$ cat src/rtl/itu656_encoder.sv
// rtl/itu656_encoder.sv - BT.656 byte-stream generator from a YCbCr 4:2:2 pixel source
// One byte per clock: EAV, blanking, SAV, then active video pulled from an upstream FIFO.
module itu656_encoder #(
  parameter int H_ACTIVE     = 720,
  parameter int H_TOTAL      = 1716,
  parameter int V_TOTAL      = 525,
  parameter int FIELD2_START = 263,
  parameter int V_BLANK      = 20
) (
  input  logic        iCLK_27,
  input  logic        iRST,
  input  logic        iEN,
  input  logic [15:0] iYCbCr,
  input  logic        iVALID,
  output logic [7:0]  oTD_DATA,
  output logic        oTD_HS,
  output logic        oTD_VS,
  output logic        oFIELD,
  output logic [9:0]  oLINE,
  output logic        oREQ,
  output logic        oUNDERRUN
);
  localparam int BW = $clog2(H_TOTAL);
  localparam int A0 = H_TOTAL - 2 * H_ACTIVE;

  localparam logic [BW-1:0] B_LAST      = BW'(H_TOTAL - 1);
  localparam logic [BW-1:0] B_EAV_END   = BW'(4);
  localparam logic [BW-1:0] B_SAV       = BW'(A0 - 4);
  localparam logic [BW-1:0] B_ACT       = BW'(A0);
  localparam logic [BW-1:0] B_REQ_FIRST = BW'(A0 - 2);
  localparam logic [BW-1:0] B_REQ_LAST  = BW'(H_TOTAL - 4);
  localparam logic [1:0]    SAV_LO      = B_SAV[1:0];
  localparam logic          ACT_LO      = B_ACT[0];
  localparam logic          REQ_LO      = B_REQ_FIRST[0];
  localparam logic [9:0]    L_LAST      = 10'(V_TOTAL - 1);
  localparam logic [9:0]    L_F2        = 10'(FIELD2_START);
  localparam logic [9:0]    L_VB1       = 10'(V_BLANK);
  localparam logic [9:0]    L_VB2       = 10'(FIELD2_START + V_BLANK);

  logic [BW-1:0] b_q, b_d;
  logic [9:0]    line_q, line_d;
  logic          en_q, en_d;
  logic [15:0]   pix_q, pix_d;
  logic [7:0]    data_q, data_d;
  logic          hs_q, hs_d;
  logic          vs_q, vs_d;
  logic          field_q, field_d;
  logic [9:0]    oline_q, oline_d;
  logic          req_q, req_d;
  logic          und_q, und_d;

  logic       f, v, hx, live, odd_a;
  logic [1:0] code_idx;
  logic [7:0] xy, code, raw, act;

  always_comb begin
    f        = (line_q >= L_F2);
    v        = (line_q < L_VB1) || (f && (line_q < L_VB2));
    hx       = (b_q < B_EAV_END);
    xy       = {1'b1, f, v, hx, v ^ hx, f ^ hx, f ^ v, f ^ v ^ hx};
    code_idx = hx ? b_q[1:0] : (b_q[1:0] - SAV_LO);
    code     = (code_idx == 2'd0) ? 8'hFF : (code_idx == 2'd3) ? xy : 8'h00;
    live     = ~v & en_q;
    odd_a    = b_q[0] ^ ACT_LO;

    // Active bytes: stored pixel when live, otherwise black / blanking level.
    if (live) begin
      raw = odd_a ? pix_q[15:8] : pix_q[7:0];
    end else begin
      raw = odd_a ? 8'h10 : 8'h80;
    end
    act = (raw == 8'h00) ? 8'h01 : (raw == 8'hFF) ? 8'hFE : raw;

    if (hx || ((b_q >= B_SAV) && (b_q < B_ACT))) begin
      data_d = code;
    end else if (b_q < B_SAV) begin
      data_d = b_q[0] ? 8'h10 : 8'h80;
    end else begin
      data_d = act;
    end

    hs_d    = (b_q < B_ACT);
    vs_d    = v;
    field_d = f;
    oline_d = line_q;
    req_d   = live && (b_q >= B_REQ_FIRST) && (b_q <= B_REQ_LAST) && ((b_q[0] ^ REQ_LO) == 1'b0);
    en_d    = (b_q == '0) ? iEN : en_q;

    // The word requested last cycle is captured now; a missing word becomes black.
    pix_d = pix_q;
    und_d = und_q;
    if (req_q) begin
      pix_d = iVALID ? iYCbCr : 16'h1080;
      und_d = und_q | ~iVALID;
    end

    if (b_q == B_LAST) begin
      b_d    = '0;
      line_d = (line_q == L_LAST) ? 10'd0 : line_q + 10'd1;
    end else begin
      b_d    = b_q + 1'b1;
      line_d = line_q;
    end
  end

  always_ff @(posedge iCLK_27 or posedge iRST) begin
    if (iRST) begin
      b_q     <= '0;
      line_q  <= '0;
      en_q    <= 1'b0;
      pix_q   <= 16'h1080;
      data_q  <= 8'h80;
      hs_q    <= 1'b0;
      vs_q    <= 1'b0;
      field_q <= 1'b0;
      oline_q <= '0;
      req_q   <= 1'b0;
      und_q   <= 1'b0;
    end else begin
      b_q     <= b_d;
      line_q  <= line_d;
      en_q    <= en_d;
      pix_q   <= pix_d;
      data_q  <= data_d;
      hs_q    <= hs_d;
      vs_q    <= vs_d;
      field_q <= field_d;
      oline_q <= oline_d;
      req_q   <= req_d;
      und_q   <= und_d;
    end
  end

  assign oTD_DATA  = data_q;
  assign oTD_HS    = hs_q;
  assign oTD_VS    = vs_q;
  assign oFIELD    = field_q;
  assign oLINE     = oline_q;
  assign oREQ      = req_q;
  assign oUNDERRUN = und_q;
endmodule

$ cat config.mk
export PLATFORM = sky130hd
export DESIGN_NAME = itu656_encoder
export DESIGN_NICKNAME = d
export VERILOG_FILES = /design/src/rtl/itu656_encoder.sv
export SDC_FILE = /design/constraint.sdc
export NUM_CORES = 1
export LEC_CHECK = 0
export ABC_CLOCK_PERIOD_IN_PS = 2550
export BUFFER_PORTS_ARGS = -buffer_cell sky130_fd_sc_hd__buf_2
export CORE_UTILIZATION = 57
export CTS_CLUSTER_DIAMETER = 30
export DETAILED_ROUTE_END_ITERATION = 10
export GPL_TIMING_DRIVEN = 0
export PLACE_DENSITY = 0.79
export SLEW_MARGIN = 0
export SYNTH_ARGS = -nofsm -noshare
export SYNTH_HDL_FRONTEND = slang
export SYNTH_SLANG_ARGS = --single-unit
$ cat constraint.sdc
create_clock -name iCLK_27 -period 2.55 [get_ports iCLK_27]
set_input_delay 0.255 -clock iCLK_27 [delete_from_list [all_inputs] [get_ports iCLK_27]]
set_output_delay 0.255 -clock iCLK_27 [all_outputs]
set_load 0.03 [all_outputs]
* After elaboration in Yosys (flattened, before gate mapping)
Index checks and enable logic that the tools add are counted.
** Storage, ports and cells
- Output and inout bits :: 23
- Logic and storage cells :: 57
- Register bits :: 61
- Bits of input ports :: 20
** Cells by class
- Reductions and logical operators :: 10
- Bitwise gates (word level) :: 9
- Eq/ne operators :: 4
- Order comparisons :: 9
- Add/subtract/negate cells :: 2
- Mux-type cells :: 12
** Operator list (count)
- two-way mux 8 bit :: 9
- >= comparator 11 x 9 -> 1 bit, second input constant :: 2
- less-than comparator 11 x 9 -> 1 bit, second input constant :: 2
- two-way mux 16 bit :: 1
- adder 11 x 1 -> 11 bit, second input constant :: 1
- equality test 11 bit, second input constant :: 1
- <= comparator 11 bit, second input constant :: 1
- logical NOT 11 bit :: 1
- less-than comparator 11 x 3 -> 1 bit, second input constant :: 1
- two-way mux 11 bit :: 1
- adder 10 x 1 -> 10 bit, second input constant :: 1
- equality test 10 bit, second input constant :: 1
- >= comparator 10 x 9 -> 1 bit, second input constant :: 1
- less-than comparator 10 x 5 -> 1 bit, second input constant :: 1
- less-than comparator 10 x 9 -> 1 bit, second input constant :: 1
- two-way mux 10 bit :: 1
- equality test 8 bit, second input constant :: 1
- logical NOT 8 bit :: 1
- logical AND 1 bit :: 5
- bitwise XOR 1 bit :: 4
- NOT 1 bit :: 3
- equality test 2 bit, second input constant :: 1
- logical NOT 2 bit :: 1
- logical OR 1 bit :: 2
- other kinds (2) :: 2

* Logic depth before layout (Yosys ltp)
- Depth after elaboration :: 11
- Mapped depth :: 8

* Worst setup path after synthesis
Ideal clock, no wire load.
- Path type :: register -> register
- Start :: register line_q[0]
- End :: register data_q[2] (netlist: oTD_DATA[2])
- Arrival time :: 1763 ps
- Clock period less this slack :: 1892 ps
- Cell stages (with the launch flop) :: 7
- Slack :: 658 ps
- Required time :: 2421 ps
- Cell sequence :: dfrtp_1 -> ha_1 -> a2111o_1 -> a211o_1 -> o2111a_1 -> o22ai_1 -> o21ai_0
** Between the ends
- Cells in the longest elaborated chain, start to end :: 11
- Elaborated cells on any way between the ends :: 17
- Classes of those cells :: order compare (3); eq/ne (1); mux (7); bitwise (3); reduce/logical (3)
** Ends and longest elaborated chain
- start, declared :: RTL line 41 : logic [9:0] line_q, line_d;
- start signal, assigned :: RTL line 121 : line_q <= line_d;
- >= comparator 10 x 9 -> 1 bit * :: RTL line 57 : f = (line_q >= L_F2);
- net f :: RTL line 52 : logic f, v, hx, live, odd_a;
- logical AND 1 bit :: RTL line 58 : v = (line_q < L_VB1) || (f && (line_q < L_VB2));
- logical OR 1 bit :: RTL line 58
- NOT 1 bit :: RTL line 63 : live = ~v & en_q;
- AND 1 bit :: RTL line 63
- two-way mux 8 bit :: RTL line 67 : if (live) begin
- equality test 8 bit :: RTL line 72 : act = (raw == 8'h00) ? 8'h01 : (raw == 8'hFF) ? 8'hFE : raw;
- two-way mux 8 bit (2 in a row) :: RTL line 72
- two-way mux 8 bit :: RTL line 76 : end else if (b_q < B_SAV) begin
- two-way mux 8 bit * :: RTL line 74 : if (hx || ((b_q >= B_SAV) && (b_q < B_ACT))) begin
- net data_d[2] :: RTL line 44 : logic [7:0] data_q, data_d;
- end signal, assigned :: RTL line 124 : data_q <= data_d;
- end, declared :: RTL line 44
Mark *: on every way through the listed nets, which the timed path passes. The rest lies on a longest branch.
A chain may end at the register's enable or synchronous reset.

* Final worst setup path
Ends and elaborated chain as after synthesis.

==> impl_metrics.py <==
metrics = {
    "outcome": {
        "status": "completed",
    },
    "worst_setup_path": {
        "crit_arrival_ps": 2350,
        "worstSetupPathType": "reg -> reg",
        "critPathSlowestCell": "a2111o_1",
        "reg2reg_slack_ps": 410,
        "reg2reg_depth": 6,
        "critical_path.endpoint": "oTD_DATA[2]",
        "path_cells": "ha_1 -> a2111o_1 -> a211o_1 -> o2111a_1 -> o22ai_1 -> o21ai_0",
        "required_ps": 2770,
        "cp-startpoint": "line_q[0]",
        "critPathMaxFanout": 6,
        "timing.rr.start": "line_q[0]",
        "endpoint_kind": "flop",
        "startpoint_type": "flop",
        "reg2reg_to": "oTD_DATA[2]",
        "slowest_delay_ps": 450,
    },
    "yosys": {
        "synth.top_cells.by_area": "dfrtp_1 (48%), o21ai_0 (4.8%), nand3_1 (4.2%), inv_1 (3.4%), xnor2_1 (2.9%)",
        "avgSynthCellArea_um2": 10.0,
        "syn_inst": 298,
        "synth_edf_count": 0,
        "async_reset_ff_share_pct": 100,
        "synth_top_flop_cell": "dfrtp_1",
        "syn_area_um2": 2990,
        "ys_types": 60,
        "yosys_warnings": 0,
        "seq_area_frac_synth_pct": 51.1,
        "synth_nets": 322,
        "synth_top_area_cell": "dfrtp_1",
        "yosysTopAreaCellShare_pct": 48.5,
        "synth_seq_cells": 61,
    },
    "timing": {
        "fin_setup_tns_ps": 0,
        "finalHoldViolCount": 0,
        "layout_setup_ws_ps": 413,
        "finalWorstPathRequiredPeriod_ps": 2140,
        "fmax_mhz": 468,
        "fin_crit_sh_pct": 83.8,
        "report.final.slew_viol_count": 0,
        "holdWs_ps": 142,
        "rsz0062_at_grt": "no",
        "max_slew.worst_pin.slew_ps": 557,
        "setup_viol": 0,
        "finClkSkew_ps": 5.09,
        "relSlewSlack_pct": 62.7,
    },
    "clocking": {
        "cts_resized": 0,
        "root_buffer": "clkbuf_8",
        "clk_path_buf_depth": 2,
        "clk-insertion-delay-late_ps": 340,
        "post_cts_buffers": 0,
        "cts_tree": "built",
        "cts_made_buffers": 9,
        "htree_levels": 3,
        "clkTransAtPathRegs_ps": 70,
        "cts.sinks": 61,
        "cts_hold_buf": 1,
    },
    "detailed_routing": {
        "dr.first_iter.drc_count": 134,
        "vias": 2388,
        "drcViolationCount": 0,
        "viasPerCell": 5.58,
        "drt-pass1-iter-count": 4,
        "avgRoutedWirePerCell_um": 14.1,
        "wl_mm": 6.03,
        "ant_nets": 0,
    },
    "placed_design": {
        "place_hpwl_mm": 4.27,
        "gp_congestion": 0.868,
        "dp_slack_ps": 439,
        "portBuffers": 42,
    },
    "global_route": {
        "grt_pass1_vias": 2125,
        "grt_usage_pct": 24.5,
        "antenna_found_initial": 0,
        "grt_overflow": 0,
        "grt_pass1_wl_mm": 9.94,
        "grt_max_degree": 46,
    },
    "hold_path": {
        "min_path_type": "in -> reg",
    },
    "die": {
        "dieWidth_um": 74.5,
        "ios": 43,
        "rows": 26,
        "coreArea_um2": 5070,
        "dieArea_um2": 5550,
        "start_util_pct": 59.0,
        "die_h_um": 74.5,
    },
    "final_layout": {
        "nets": 377,
        "utilization_pct": 69.3,
        "diodes": 0,
        "area_growth_pct": 17.4,
        "layout-drive-gt1-share_pct": 22.9,
    },
    "pwr": {
        "static-leakage-power_nw": 1.80,
        "p_per_area_nw_per_um2": 528,
        "ir_drop_mv": 0.336,
    },
    "job": {
        "maxCapViolCount": 0,
    },
}
## power by group
| part | switching (mW) | leakage [nW] | internal (mW) | total (mW) |
|---|---|---|---|---|
| Sequential | 0.000726 | 0.742 | 0.969 | 0.969 |
| Combinational | 0.0265 | 0.959 | 0.0159 | 0.0424 |
| Clock | 0.369 | 0.0964 | 0.475 | 0.844 |
| Total | 0.397 | 1.80 | 1.46 | 1.86 |
## worst min path at each step
| stage | start | to | slack [ps] | cells after the start |
|---|---|---|---|---|
| floorplan | line_q[4] | oLINE[4] | 350 | 0 |
| global placement | line_q[4] | oLINE[4] | 360 | 0 |
| detailed placement | iRST | oLINE[0] | 250 | 2 |
| CTS | iYCbCr[12] | pix_q[12] | 130 | 3 |
| global route | iYCbCr[15] | pix_q[15] | 160 | 3 |
| finish | iYCbCr[12] | pix_q[12] | 140 | 3 |
## registers in the layout, indices dropped and copies added (netlist names)
signal / flops
oLINE: 10
oREQ: 1
oUNDERRUN: 1
b_q: 11
oFIELD: 1
en_q: 1
oTD_VS: 1
oTD_DATA: 8
oTD_HS: 1
pix_q: 16
line_q: 10
## synth_stat cells, types with 5 or more instances
library cell  count
nand4_1           6
o21ai_0          29
and3_1            5
nor2_1           11
xnor2_1          10
clkbuf_1          5
nand2_1          17
dfrtp_1          58
inv_1            27
buf_2             9
nor3_1            5
a21o_1            5
mux2i_1           6
a21oi_1           6
nand3_1          25
## layout make-up
type	instances	area (um^2)
plain buffers	17	83.8
clock buffers	12	145
clock inverters	4	47.5
fillers	431	1560
inverters	27	101
multi-input cells	193	1280
flip-flops and latches	61	1530
well taps	70	87.6
repair buffers	44	240
## metal layers
layer / vias to the layer above / global-route usage [%] / routed length [um]
met5: - / 0 / 0
met4: 0 / 10.9 / 113
met3: 11 / 7.18 / 342
met2: 66 / 34.5 / 2670
met1: 1143 / 35.0 / 2910
li1: 1168 / - / -
## cell families after synthesis
| family | share of synthesized area (%) |
|---|---|
| compound gates | 15.5 |
| buf+inv | 6.18 |
| flops | 51.1 |
| mux | 2.38 |
| fa+ha+maj | 1.67 |
| xor+xnor | 4.10 |
| simple gates | 19.0 |
## placed cells by master (no fill, tap or decap), types with 7 or more instances in the layout
cell and n:
dfrtp_1 58, buf_2 51, o21ai_0 29, inv_1 26, nand3_1 25, nand2_1 17, nor2_1 11, xnor2_1 10
clkbuf_8 10, clkbuf_1 7
## metrics by stage
stage / total power [mW] / cells / cell area (um^2)
final: 1.86 / 428 / 3510
after global routing: 1.92 / 428 / 3510
after CTS: 1.88 / 428 / 3510
after detailed placement: 1.03 / 411 / 3310
after global placement: 1.03 / 410 / 3290
after floorplan: 1.01 / 298 / 2990
## critical path, delay by kind of cell (launching register included)
family	cells	cell delay (ps)
DFF	1	440
AOI/OAI and AO/OA	5	1290
adders and majority gates	1	280
No activity file was read; power rests on OpenSTA's default activity.
